### config.mk
export PLATFORM = sky130hd
export DESIGN_NAME = packet_scheduler
export DESIGN_NICKNAME = d
export VERILOG_FILES = /design/src/rtl/pkt_sched_pkg.sv /design/src/rtl/pkt_gap_timer.sv /design/src/rtl/packet_scheduler.sv
export SDC_FILE = /design/constraint.sdc
export NUM_CORES = 1
export LEC_CHECK = 0
export ABC_AREA = 1
export BUFFER_PORTS_ARGS = -buffer_cell sky130_fd_sc_hd__buf_2
export CORE_ASPECT_RATIO = 1.5
export CORE_UTILIZATION = 45
export CTS_BUF_LIST = sky130_fd_sc_hd__clkbuf_4 sky130_fd_sc_hd__clkbuf_8
export CTS_CLUSTER_SIZE = 40
export DETAILED_ROUTE_END_ITERATION = 6
export GPL_TIMING_DRIVEN = 0
export PLACE_DENSITY = 0.74
export SLEW_MARGIN = 20
export SYNTH_ARGS = -nofsm -noshare
export SYNTH_HDL_FRONTEND = slang
export SYNTH_SLANG_ARGS = --single-unit
### constraint.sdc
create_clock -name clk -period 1.7 [get_ports clk]
set_clock_uncertainty 0.1 [all_clocks]
set_input_delay 0.17 -clock clk [delete_from_list [all_inputs] [get_ports clk]]
set_output_delay 0.17 -clock clk [all_outputs]
set_load 0.02 [all_outputs]
### src/rtl/pkt_sched_pkg.sv
// Shared state encoding and default sizing for the packet scheduler.
package pkt_sched_pkg;

    typedef enum logic [1:0] {
        ST_IDLE = 2'd0,
        ST_SEND = 2'd1,
        ST_GAP  = 2'd2
    } state_e;

    localparam int unsigned DEF_HDR_DIBITS     = 12;
    localparam int unsigned DEF_PIXEL_DIBITS   = 1280;
    localparam int unsigned DEF_GAP_CYCLES     = 48;
    localparam int unsigned DEF_PKTS_PER_FRAME = 240;
    localparam int unsigned MIN_DIBIT_CNT_W    = 11;

    // Dibit counter never narrower than 11 bits, wider if the packet needs it.
    function automatic int unsigned dibit_cnt_width(input int unsigned total);
        int unsigned w;
        w = $clog2(total);
        return (w > MIN_DIBIT_CNT_W) ? w : MIN_DIBIT_CNT_W;
    endfunction

endpackage

### src/rtl/pkt_gap_timer.sv
// Loadable down-counter timing the inter-packet gap; done_o is high on the
// last gap cycle so the owner can leave GAP on that edge.
module pkt_gap_timer
    import pkt_sched_pkg::*;
#(
    parameter int unsigned GAP_CYCLES = DEF_GAP_CYCLES,
    parameter int unsigned CNT_W      = $clog2(GAP_CYCLES + 1)
) (
    input  logic clk,
    input  logic rst,
    input  logic clr_i,
    input  logic load_i,
    output logic done_o
);

    localparam logic [CNT_W-1:0] LOAD_VAL = CNT_W'(GAP_CYCLES);

    logic [CNT_W-1:0] cnt_q, cnt_d;

    always_comb begin
        cnt_d = cnt_q;
        if (clr_i) begin
            cnt_d = '0;
        end else if (load_i) begin
            cnt_d = LOAD_VAL;
        end else if (cnt_q != '0) begin
            cnt_d = cnt_q - CNT_W'(1);
        end
    end

    always_ff @(posedge clk) begin
        if (rst) begin
            cnt_q <= '0;
        end else begin
            cnt_q <= cnt_d;
        end
    end

    assign done_o = (cnt_q == CNT_W'(1));

endmodule

### src/rtl/packet_scheduler.sv
// Frame/packet sequencer driving the dibit serializer stall line.
// Define PACKET_SCHEDULER_STATS_EN to add the frames_sent/aborts_seen counters.
module packet_scheduler
    import pkt_sched_pkg::*;
#(
    parameter int unsigned HDR_DIBITS     = DEF_HDR_DIBITS,
    parameter int unsigned PIXEL_DIBITS   = DEF_PIXEL_DIBITS,
    parameter int unsigned GAP_CYCLES     = DEF_GAP_CYCLES,
    parameter int unsigned PKTS_PER_FRAME = DEF_PKTS_PER_FRAME
) (
    input  logic       clk,
    input  logic       rst,
    input  logic       frame_req,
    input  logic       tx_ready,
    input  logic       ser_axiov,
    output logic       stall,
    output logic       busy,
    output logic       pkt_start,
    output logic       pkt_done,
    output logic       frame_done,
    output logic       aborted,
    output logic       overrun,
    output logic [7:0] pkt_count
`ifdef PACKET_SCHEDULER_STATS_EN
    ,
    output logic [15:0] frames_sent,
    output logic [7:0]  aborts_seen
`endif
);

    localparam int unsigned DIBIT_CNT_W = dibit_cnt_width(HDR_DIBITS + PIXEL_DIBITS);
    localparam logic [DIBIT_CNT_W-1:0] LAST_DIBIT = DIBIT_CNT_W'(HDR_DIBITS + PIXEL_DIBITS - 1);
    localparam logic [7:0] LAST_PKT = 8'(PKTS_PER_FRAME - 1);

    state_e                 state_q, state_d;
    logic [DIBIT_CNT_W-1:0] dib_cnt_q, dib_cnt_d;
    logic [7:0]             pkt_count_q, pkt_count_d;
    logic                   stall_q, stall_d;
    logic                   busy_q, busy_d;
    logic                   pkt_start_q, pkt_start_d;
    logic                   pkt_done_q, pkt_done_d;
    logic                   frame_done_q, frame_done_d;
    logic                   aborted_q, aborted_d;
    logic                   overrun_q, overrun_d;
    logic                   gap_load, gap_clr, gap_done;

    pkt_gap_timer #(
        .GAP_CYCLES(GAP_CYCLES)
    ) u_gap_timer (
        .clk   (clk),
        .rst   (rst),
        .clr_i (gap_clr),
        .load_i(gap_load),
        .done_o(gap_done)
    );

    always_comb begin
        state_d      = state_q;
        dib_cnt_d    = dib_cnt_q;
        pkt_count_d  = pkt_count_q;
        pkt_start_d  = 1'b0;
        pkt_done_d   = 1'b0;
        frame_done_d = 1'b0;
        aborted_d    = 1'b0;
        overrun_d    = 1'b0;
        gap_load     = 1'b0;
        gap_clr      = 1'b0;

        case (state_q)
            ST_IDLE: begin
                if (frame_req && tx_ready) begin
                    state_d     = ST_SEND;
                    dib_cnt_d   = '0;
                    pkt_count_d = '0;
                    pkt_start_d = 1'b1;
                end
            end
            ST_SEND: begin
                if (ser_axiov) begin
                    if (dib_cnt_q == LAST_DIBIT) begin
                        state_d    = ST_GAP;
                        dib_cnt_d  = '0;
                        pkt_done_d = 1'b1;
                        gap_load   = 1'b1;
                    end else begin
                        dib_cnt_d = dib_cnt_q + DIBIT_CNT_W'(1);
                    end
                end
            end
            ST_GAP: begin
                if (gap_done) begin
                    if (pkt_count_q == LAST_PKT) begin
                        state_d      = ST_IDLE;
                        frame_done_d = 1'b1;
                    end else begin
                        state_d     = ST_SEND;
                        pkt_count_d = pkt_count_q + 8'd1;
                        pkt_start_d = 1'b1;
                    end
                end
            end
            default: state_d = ST_IDLE;
        endcase

        // Link loss overrides whatever the active state decided this cycle.
        if (state_q != ST_IDLE) begin
            overrun_d = frame_req;
            if (!tx_ready) begin
                state_d      = ST_IDLE;
                dib_cnt_d    = '0;
                pkt_count_d  = pkt_count_q;
                pkt_start_d  = 1'b0;
                pkt_done_d   = 1'b0;
                frame_done_d = 1'b0;
                gap_load     = 1'b0;
                gap_clr      = 1'b1;
                aborted_d    = 1'b1;
            end
        end

        stall_d = (state_d != ST_SEND);
        busy_d  = (state_d != ST_IDLE);
    end

    always_ff @(posedge clk) begin
        if (rst) begin
            state_q      <= ST_IDLE;
            dib_cnt_q    <= '0;
            pkt_count_q  <= '0;
            stall_q      <= 1'b1;
            busy_q       <= 1'b0;
            pkt_start_q  <= 1'b0;
            pkt_done_q   <= 1'b0;
            frame_done_q <= 1'b0;
            aborted_q    <= 1'b0;
            overrun_q    <= 1'b0;
        end else begin
            state_q      <= state_d;
            dib_cnt_q    <= dib_cnt_d;
            pkt_count_q  <= pkt_count_d;
            stall_q      <= stall_d;
            busy_q       <= busy_d;
            pkt_start_q  <= pkt_start_d;
            pkt_done_q   <= pkt_done_d;
            frame_done_q <= frame_done_d;
            aborted_q    <= aborted_d;
            overrun_q    <= overrun_d;
        end
    end

    assign stall      = stall_q;
    assign busy       = busy_q;
    assign pkt_start  = pkt_start_q;
    assign pkt_done   = pkt_done_q;
    assign frame_done = frame_done_q;
    assign aborted    = aborted_q;
    assign overrun    = overrun_q;
    assign pkt_count  = pkt_count_q;

`ifdef PACKET_SCHEDULER_STATS_EN
    logic [15:0] frames_sent_q, frames_sent_d;
    logic [7:0]  aborts_seen_q, aborts_seen_d;

    always_comb begin
        frames_sent_d = frames_sent_q;
        aborts_seen_d = aborts_seen_q;
        if (frame_done_d) begin
            frames_sent_d = frames_sent_q + 16'd1;
        end
        if (aborted_d && (aborts_seen_q != '1)) begin
            aborts_seen_d = aborts_seen_q + 8'd1;
        end
    end

    always_ff @(posedge clk) begin
        if (rst) begin
            frames_sent_q <= '0;
            aborts_seen_q <= '0;
        end else begin
            frames_sent_q <= frames_sent_d;
            aborts_seen_q <= aborts_seen_d;
        end
    end

    assign frames_sent = frames_sent_q;
    assign aborts_seen = aborts_seen_q;
`endif

endmodule

* Word-level counts from Yosys, hierarchy flattened
Cells that the tools add are included.
Widths: inputs -> output; s select.
** Storage, ports and cells
- ROM bits :: 0
- Word-level logic and storage cells :: 72
- Memories kept :: 0
- Memory bits (writable) :: 0
- Bits in latches :: 0
- Output and inout port bits :: 15
- Register bits :: 34
** Operators by class
- Shifts and indexed selects :: 0
- Multipliers :: 0
- $add $sub $neg :: 3
- Reductions and logical operators :: 9
- Eq/ne operators :: 7
- Divide/modulo/power cells :: 0
- $lt $le $gt $ge :: 0
- Muxes and demuxes :: 40
- Bitwise gates (word level) :: 1
** Operator list (number)
- $mux 11 :: 5
- $mux 8 :: 5
- $pmux 11 s2 :: 1
- $mux 1 :: 18
- $pmux 8 s2 :: 1
- $mux 2 :: 6
- $mux 6 :: 2
- $add 11x1->11 const B :: 1
- $eq 11x11->1 const B :: 1
- $add 8x1->8 const B :: 1
- $eq 8x8->1 const B :: 1
- $eq 6x1->1 const B :: 1
- $pmux 2 s3 :: 1
- $reduce_bool 2->1 :: 3
- $reduce_bool 6->1 :: 1
- $sub 6x1->6 const B :: 1
- $reduce_or 2->1 :: 2
- $reduce_or 3->1 :: 1
- $eq 2x1->1 const B :: 1
- $eq 2x2->1 const B :: 1
- $logic_not 2->1 :: 1
- $ne 2x1->1 const B :: 1
- $ne 2x2->1 const B :: 1
- $pmux 1 s2 :: 1
- other kinds (2) :: 2

* Logic depth before layout (Yosys ltp)
Gate-level depths: netlist of run 1.
- Depth after elaboration :: 7
- Depth in mapped cells :: 9
- Depth with buffers taken out :: 9

* Hierarchy
Synthesis of run 1 repeated with hierarchy kept, for this count alone.
** Unflattened totals
- Cell total of the unflattened synthesis :: 285
- Area total of the unflattened synthesis :: 1896.8 µm²
** Modules (own cells, without submodules)
- packet_scheduler :: area each 1549.0 µm², cells an instance 235, seq. area each 560.5 µm², times used 1
- pkt_gap_timer :: area each 347.8 µm², cells an instance 50, seq. area each 120.1 µm², times used 1

* Worst setup path after synthesis of run 1
Ideal clock, no wire load.
- Path kind :: register to register
- Start point :: register pkt_count_q[0], in the netlist pkt_count[0]
- End point :: register pkt_count_q[2], in the netlist pkt_count[2]
- Library setup time :: 115 ps
- Cell stages (with the launch flop) :: 9
- Arrival :: 1356 ps
- Required time :: 1485 ps
- Path slack :: 129 ps
- Cell sequence :: dfxtp_1 -> ha_1 -> nand2_1 -> nor2_1 -> nand3_1 -> nand2_4 -> nor2_8 -> a21oi_1 -> nor2_1
** Between the ends
- Word-level cells in the longest chain between the ends :: 6
- Elaborated cells between the ends (all ways) :: 7
- Those cells by class :: add/sub (1); eq/ne (1); mux (5)
** Ends and longest elaborated chain
- from (decl) :: line packet_scheduler.sv:37 : logic [7:0] pkt_count_q, pkt_count_d;
- from (signal assigned) :: line packet_scheduler.sv:140 : pkt_count_q <= pkt_count_d;
- $add 8x1->8 / $eq 8x8->1 (equally long branches) :: line packet_scheduler.sv:97, packet_scheduler.sv:92
- $mux 8 (*) :: line packet_scheduler.sv:92 : if (pkt_count_q == LAST_PKT) begin
- $mux 8 (*) :: line packet_scheduler.sv:91 : if (gap_done) begin
- $pmux 8 s2 (*) :: line packet_scheduler.sv:69 : case (state_q)
- $mux 8 :: line packet_scheduler.sv:108 : if (!tx_ready) begin
- $mux 8 (*) :: line packet_scheduler.sv:106 : if (state_q != ST_IDLE) begin
Every way passes the cells marked *; elsewhere a longest branch is shown, timed or not. The select of a mux whose other input is x is not followed.
A chain may end at the register's enable or synchronous reset.

* Worst setup path in the final report of run 1
- Start point :: register dib_cnt_q[0]
- End point :: register busy_q, in the netlist busy
** Between the ends
- Word-level cells in the longest chain between the ends :: 7
** Ends and longest elaborated chain
- from (decl) :: line packet_scheduler.sv:36 : logic [DIBIT_CNT_W-1:0] dib_cnt_q, dib_cnt_d;
- from (signal assigned) :: line packet_scheduler.sv:139 : dib_cnt_q <= dib_cnt_d;
- $eq 11x11->1 (*) :: line packet_scheduler.sv:80 : if (dib_cnt_q == LAST_DIBIT) begin
- $mux 2 (*) :: line packet_scheduler.sv:80
- $mux 2 (*) :: line packet_scheduler.sv:79 : if (ser_axiov) begin
- $pmux 2 s3 (*) :: line packet_scheduler.sv:69
- $mux 2 :: line packet_scheduler.sv:108
- $mux 2 (*) :: line packet_scheduler.sv:106
- $reduce_bool 2->1 (*) :: line packet_scheduler.sv:122 : busy_d = (state_d != ST_IDLE);
- to (signal assigned) :: line packet_scheduler.sv:142 : busy_q <= busy_d;
- to (decl) :: line packet_scheduler.sv:39 : logic busy_q, busy_d;
Every way passes the cells marked *; elsewhere a longest branch is shown, timed or not.

==> flow_summary.toml, run 1 <==
[grt]
grt_pass1_wl_um = 6251
grtUsageTotal_pct = 19.87
grt_max_degree = 11
grt_pass1_vias = 1572
antenna_found_initial = 0
gr-total-overflow = 0

[detailed_routing]
wl_per_cell_um = 11.07
postRouteWirelength_um = 3819
drc = 0
dr.pass1.iters = 4
vias_per_cell = 4.991
ant_nets = 0
drt_iter0_markers = 26
dr_total_vias = 1722

[placement]
dp_hpwl_um = 2894
portBuffers = 18
routabilityCongestion = 0.8313

[logic_synthesis]
syn_avg_cell_area_um2 = 6.745
synthDistinctLibCells = 30
synth.area.top_cells = "dfxtp_1 37%, nand2_1 17%, a21oi_1 6.8%, nor2_1 6.3%, inv_1 5.1%"
synth_top_area_share_pct = 36.83
syn_inst = 274
synth_fp_nets = 284
synth_top_area_cell = "dfxtp_1"
ys_warn_count = 0
synth_seq_cells = 34
netlist_area_mm2 = 0.001848
ys_seq_area_share_pct = 36.83

[final_layout]
n_antenna_cell = 0
fin_util_pct = 54.02
final_common_cell = "nand2_1"
fin_nets = 309
final_cell_mix = "83 x nand2_1, 34 x dfxtp_1, 31 x nor2_1"
layout-drive-gt1-share_pct = 17.33
syn_to_final_growth_pct = 14.69

[timing]
post-route-period-util_pct = 93.76
rsz0062_at_grt = "no"
slew_viol_final = 0
fin_setup_tns_ns = 0
hold_violations = 0
setup_viol = 0
relSlewSlack_pct = 67.52
layout_min_cycle_time_ns = 1.594
clock.fmax_mhz = 627.4
tightest_slew_ns = 0.4872

[clock_tree]
cts_tree = "yes"
clkTransAtPathRegs_ns = 0.07
clkLatencyLatePin_ns = 0.29
ctsHoldBuffers = 0
htreeDepth = 2
cts-root-buf = "clkbuf_8"
cts_sinks = 34
cts_buffers = 5
clk_path_buf_depth = 2

[critical_path]
cp-start-kind = "register"
crit_arrival_ns = 1.73
cp_data_required_time_ns = 1.84
reg2reg_depth = 8
end_kind = "register"
critPathKind = "register to register"
rrSetupSlack_ns = 0.11
reg2reg_to = "busy"
r2r-start = "dib_cnt_q[0]"
crit_fanout = 5

[floorplanning]
io_pins = 20
die_x_um = 54.33
die_area_mm2 = 0.004372
rows = 28
fp.dieH_um = 80.49
initial_utilization_pct = 47.10
core-area_mm2 = 0.003924

[worst_hold_path]
holdCritStartpoint = "tx_ready"
min_path_cells = 2
hp-class = "primary input to register"
hold_end = "aborted"

[power_and_ir_drop]
vdd_ir_drop_max_mv = 0.6207
power_density_mw_per_mm2 = 975.2
total_leakage_power_uw = 0.0009233

[job]
drv_cap = 0

[outcome]
status = "complete, no violations"
## repair_timing
action	in CTS	in global routing
buffers inserted	0	0
setup endpoints to repair	0	8
resized for setup	0	3
## area by class of cell
type | count | area, um2
inverter | 33 | 123.9
clock buffer | 8 | 110.1
buffer | 5 | 26.28
tap | 45 | 56.30
timing repair buffer | 18 | 90.09
sequential | 34 | 680.7
multi-input combinational | 202 | 1032
fill | 405 | 1804
## worst max path at each step
stage	start	to	slack (ns)	depth (start not counted)
6_report	dib_cnt_q[0]	busy	0.11	8
5_1_grt	dib_cnt_q[0]	busy	0.0003	8
4_1_cts	dib_cnt_q[0]	u_gap_timer.cnt_q[1]	0.07	7
3_5_place_dp	dib_cnt_q[0]	u_gap_timer.cnt_q[1]	0.09	7
3_3_place_gp	dib_cnt_q[0]	u_gap_timer.cnt_q[1]	0.11	7
2_1_floorplan	pkt_count[0]	pkt_count[2]	0.13	8
## critical path, cell delays in order, from the launching register on
cell and delay (ns):
dfxtp_1 0.40, ha_1 0.22, nand2_1 0.06, nor2_1 0.10, nand3_1 0.12, or2_1 0.30
nand2_1 0.11, nand2_1 0.07, nand2_1 0.05
## logic make-up after synthesis
kind of cell / share of synthesized area [%]
flip-flops: 36.83
XOR/XNOR: 2.370
AND/OR/NAND/NOR: 37.78
buffers and inverters: 8.124
AO/OA/AOI/OAI: 10.97
multiplexers: 0.5417
adder cells (fa/ha/maj): 3.385
## where the power goes
| part | switching [uW] | total (uW) | internal [uW] |
|---|---|---|---|
| sequential | 44.6 | 902 | 858 |
| combinational | 284 | 466 | 182 |
| clock | 290 | 699 | 409 |
| total | 619 | 2070 | 1450 |
## synthesized netlist by cell type, drive strengths merged
cell and n:
buf 4, a21oi 26, o31ai 1, xor2 5
nor4 1, nand2 87, or2 1, nand3 20
nor3b 2, dfxtp 34, nor2 36, ha 5
o21ai 7, nand3b 2, o21bai 1, nor3 3
mux2i 1, nand4 4, clkbuf 1, inv 33
## through the flow
| stage | setup slack, ns | std cells | power [uW] | hold WS, ns | area (um2) |
|---|---|---|---|---|---|
| 2_1_floorplan | 0.1289 | 274 | 1298 | 0.1493 | 1848 |
| 3_3_place_gp | 0.1109 | 337 | 1382 | 0.3383 | 1994 |
| 3_5_place_dp | 0.08594 | 337 | 1391 | 0.3346 | 1994 |
| 4_1_cts | 0.06999 | 345 | 2105 | 0.02014 | 2105 |
| 5_1_grt | 0.0003205 | 345 | 2227 | 0.03117 | 2120 |
| 6_report | 0.1061 | 345 | 2067 | 0.04071 | 2120 |
## layer usage
| metal | global-route usage [%] | routed length [um] |
|---|---|---|
| met4 | 9.487 | 86 |
| met1 | 18.99 | 1534 |
| met2 | 36.83 | 2058 |
| met3 | 5.114 | 140 |
| met5 | 0 | 0 |
## registers in the layout (all words and copies together), names as in the netlist
name and count:
dib_cnt_q 11, frame_done 1, pkt_done 1, overrun 1, pkt_count 8, pkt_start 1, state_q 2, busy 1
stall 1, u_gap_timer.cnt_q 6, aborted 1
Note: power is estimated with default switching activity, not from simulation.
==> run 2: changes to the inputs <==
--- a/config.mk
+++ b/config.mk
@@ -5,11 +5,11 @@
 export SDC_FILE = /design/constraint.sdc
 export NUM_CORES = 1
 export LEC_CHECK = 0
-export ABC_AREA = 1
 export BUFFER_PORTS_ARGS = -buffer_cell sky130_fd_sc_hd__buf_2
 export CORE_ASPECT_RATIO = 1.5
 export CORE_UTILIZATION = 45
 export CTS_BUF_LIST = sky130_fd_sc_hd__clkbuf_4 sky130_fd_sc_hd__clkbuf_8
+export CTS_CLUSTER_DIAMETER = 30
 export CTS_CLUSTER_SIZE = 40
 export DETAILED_ROUTE_END_ITERATION = 6
 export GPL_TIMING_DRIVEN = 0
==> run 2 against run 1 <==
Net effect:
- cell count shrank 19%
- die area shrank 0.79%
- worst hold slack improved by 0.032 ns
- total power up 9.2%
- wire length rose by 9.5%
- final area rose by 4.3%
- via count decreased by 2.6%
- non-clock buffer count increased by 12
- synthesized area decreased by 0.81%
==> flow_summary.toml, run 2 <==
[final_layout]
final_common_cell = "dfxtp_1"
top_register = "dib_cnt_q"
fin_util_pct = 56.31
fin_nets = 246
layout-drive-gt1-share_pct = 30.51
largest_reg_flops = 11
syn_to_final_growth_pct = 20.55
n_antenna_cell = 0
final_cell_mix = "26 x dfxtp_1, 21 x buf_2, 14 x nand2_1"
layout.cells.non_filler = 281
final_area_mm2 = 0.002210

[logic_synthesis]
ys_warn_count = 0
netlist_area_mm2 = 0.001833
synth_seq_cells = 34
synth_most_common_cell = "dfxtp_1"
synth_top_area_share_pct = 37.13
synth-main-ff-cell = "dfxtp_1"
synth-edff-count = 0
synth_top_area_cell = "dfxtp_1"
synth_fp_nets = 215
ys_seq_area_share_pct = 37.13
synth_commonest_cells = "34 x dfxtp_1, 14 x nand2_1, 14 x nand3_1, 12 x a21oi_1, 11 x nor2_1"
synthDistinctLibCells = 49
synth-async-reset-ratio_pct = 0
synth.area.top_cells = "dfxtp_1 37%, nand3_1 3.8%, ha_1 3.4%, a21oi_1 3.3%, mux2i_1 3.3%"
syn_inst = 205
syn_avg_cell_area_um2 = 8.942

[worst_hold_path]
hp-class = "primary input to register"
holdCritStartpoint = "frame_req"
min_path_cells = 3

[timing]
layout_min_cycle_time_ns = 1.690
hold_violations = 0
slew_viol_final = 0
rsz0062_at_grt = "yes"
post-route-period-util_pct = 99.39
setup_viol = 0
relSlewSlack_pct = 66.19
clock.fmax_mhz = 591.9
tightest_slew_ns = 0.5072

[detailed_routing]
dr_total_vias = 1677
ant_nets = 0
dr.pass1.iters = 4
postRouteWirelength_um = 4183
drc = 0
wl_per_cell_um = 14.89
vias_per_cell = 5.968
drt_iter0_markers = 29

[clock_tree]
clkLatencyLatePin_ns = 0.29
htreeDepth = 2
cts_buffers = 5
cts-root-buf = "clkbuf_8"
ctsHoldBuffers = 0
cts_tree = "yes"
clk_path_buf_depth = 2
clkTransAtPathRegs_ns = 0.07
cts_sinks = 34

[critical_path]
cp_data_required_time_ns = 1.82
reg2reg_depth = 4
rrSetupSlack_ns = 0.01
crit_arrival_ns = 1.81
end_kind = "register"
cp-start-kind = "register"
crit_end = "pkt_count[2]"
crit_fanout = 8
critPathKind = "register to register"
reg2reg_to = "pkt_count[2]"
crit_start = "u_gap_timer.cnt_q[3]"
r2r-start = "u_gap_timer.cnt_q[3]"

[placement]
placed_area_mm2 = 0.001974
dp_hpwl_um = 2848
dp.cells = 267
portBuffers = 17
routabilityCongestion = 0.7761

[grt]
grtUsageTotal_pct = 21.26
grt_pass1_vias = 1533
grt_pass1_wl_um = 6637
grt_max_degree = 11
antenna_found_initial = 0
gr-total-overflow = 0

[job]
drv_cap = 0

[floorplanning]
rows = 28
fp.dieH_um = 80.17
initial_utilization_pct = 46.72
io_pins = 20
die_x_um = 54.11
die_area_mm2 = 0.004338
core-area_mm2 = 0.003924

[power_and_ir_drop]
total_leakage_power_uw = 0.0007788
vdd_ir_drop_max_mv = 0.9541
power_density_mw_per_mm2 = 1021
power_uw = 2257

[outcome]
status = "complete, no violations"
-- run 2: cell count changes in the layout (fill, tap and decap cells not counted), sizes merged, moves of 5 or more --
cell,before,now
a31oi,0,7
a21oi,26,12
nand2,87,14
nand3,20,14
nor2,36,11
buf,22,29
nand2b,0,9
mux2i,1,6
inv,33,7
-- run 2: cell type report --
class | instances | area, um2
plain buffers | 10 | 45.04
clock buffers | 7 | 83.83
fillers | 383 | 1714
inverters | 7 | 26.28
multi-input cells | 153 | 1149
flip-flops and latches | 34 | 700.7
well taps | 45 | 56.30
repair buffers | 25 | 148.9
-- run 2: power breakdown --
part	switching [uW]	total, uW	internal (uW)	leakage, uW
registers	98.5	974	876	0.000281
logic	376	696	320	0.000453
clock network	274	587	313	0.0000452
total	748	2260	1510	0.000779
-- run 2: repair_timing --
action | CTS | global route
pin swaps | 4 | 10
setup endpoints to repair | 9 | 12
gates resized for setup | 8 | 25
setup buffers | 2 | 6
-- run 2: per-layer routing --
metal | vias to the layer above | track usage, % | wire length [um] | part of all wire (%)
met4 | 0 | 10.26 | 90 | 2.2
met3 | 9 | 5.114 | 160 | 3.8
met5 | - | 0 | 0 | 0
met2 | 32 | 37.28 | 2273 | 54
met1 | 806 | 22.71 | 1658 | 40
li1 | 830 | - | - | -
-- run 2: worst max-delay path, stage by stage, from the launching register on --
cell and delay (ns):
dfxtp_4 0.36, nor4_4 0.38, o211ai_4 0.22, a211oi_1 0.35
mux2i_1 0.22
-- run 2: kinds of logic (layout without fill, tap and decap cells) --
kind of cell,Yosys count,in the layout,synth area share [%]
adder cells (fa/ha/maj),5,5,3.413
AO/OA/AOI/OAI,49,49,21.16
XOR/XNOR,4,4,1.912
multiplexers,7,7,3.891
AND/OR/NAND/NOR,88,88,28.46
buffers and inverters,18,49,4.027
flip-flops,34,34,37.13
-- run 2: worst min-delay path by stage --
| stage | to | slack, ns |
|---|---|---|
| 6_report | overrun | 0.07 |
| 5_1_grt | aborted | 0.11 |
| 4_1_cts | overrun | 0.06 |
| 3_5_place_dp | dib_cnt_q[9] | 0.36 |
| 3_3_place_gp | pkt_count[6] | 0.37 |
| 2_1_floorplan | overrun | 0.21 |
-- run 2: metrics by stage --
stage	setup slack, ns	hold WS, ns	TNS, ns
5_1_grt	-0.08685	0.1138	-0.2980
4_1_cts	-0.004898	0.05817	-0.004898
3_5_place_dp	-0.07673	0.3598	-0.2497
6_report	0.01044	0.07280	0
2_1_floorplan	0.01143	0.2085	0
3_3_place_gp	-0.06949	0.3658	-0.2053
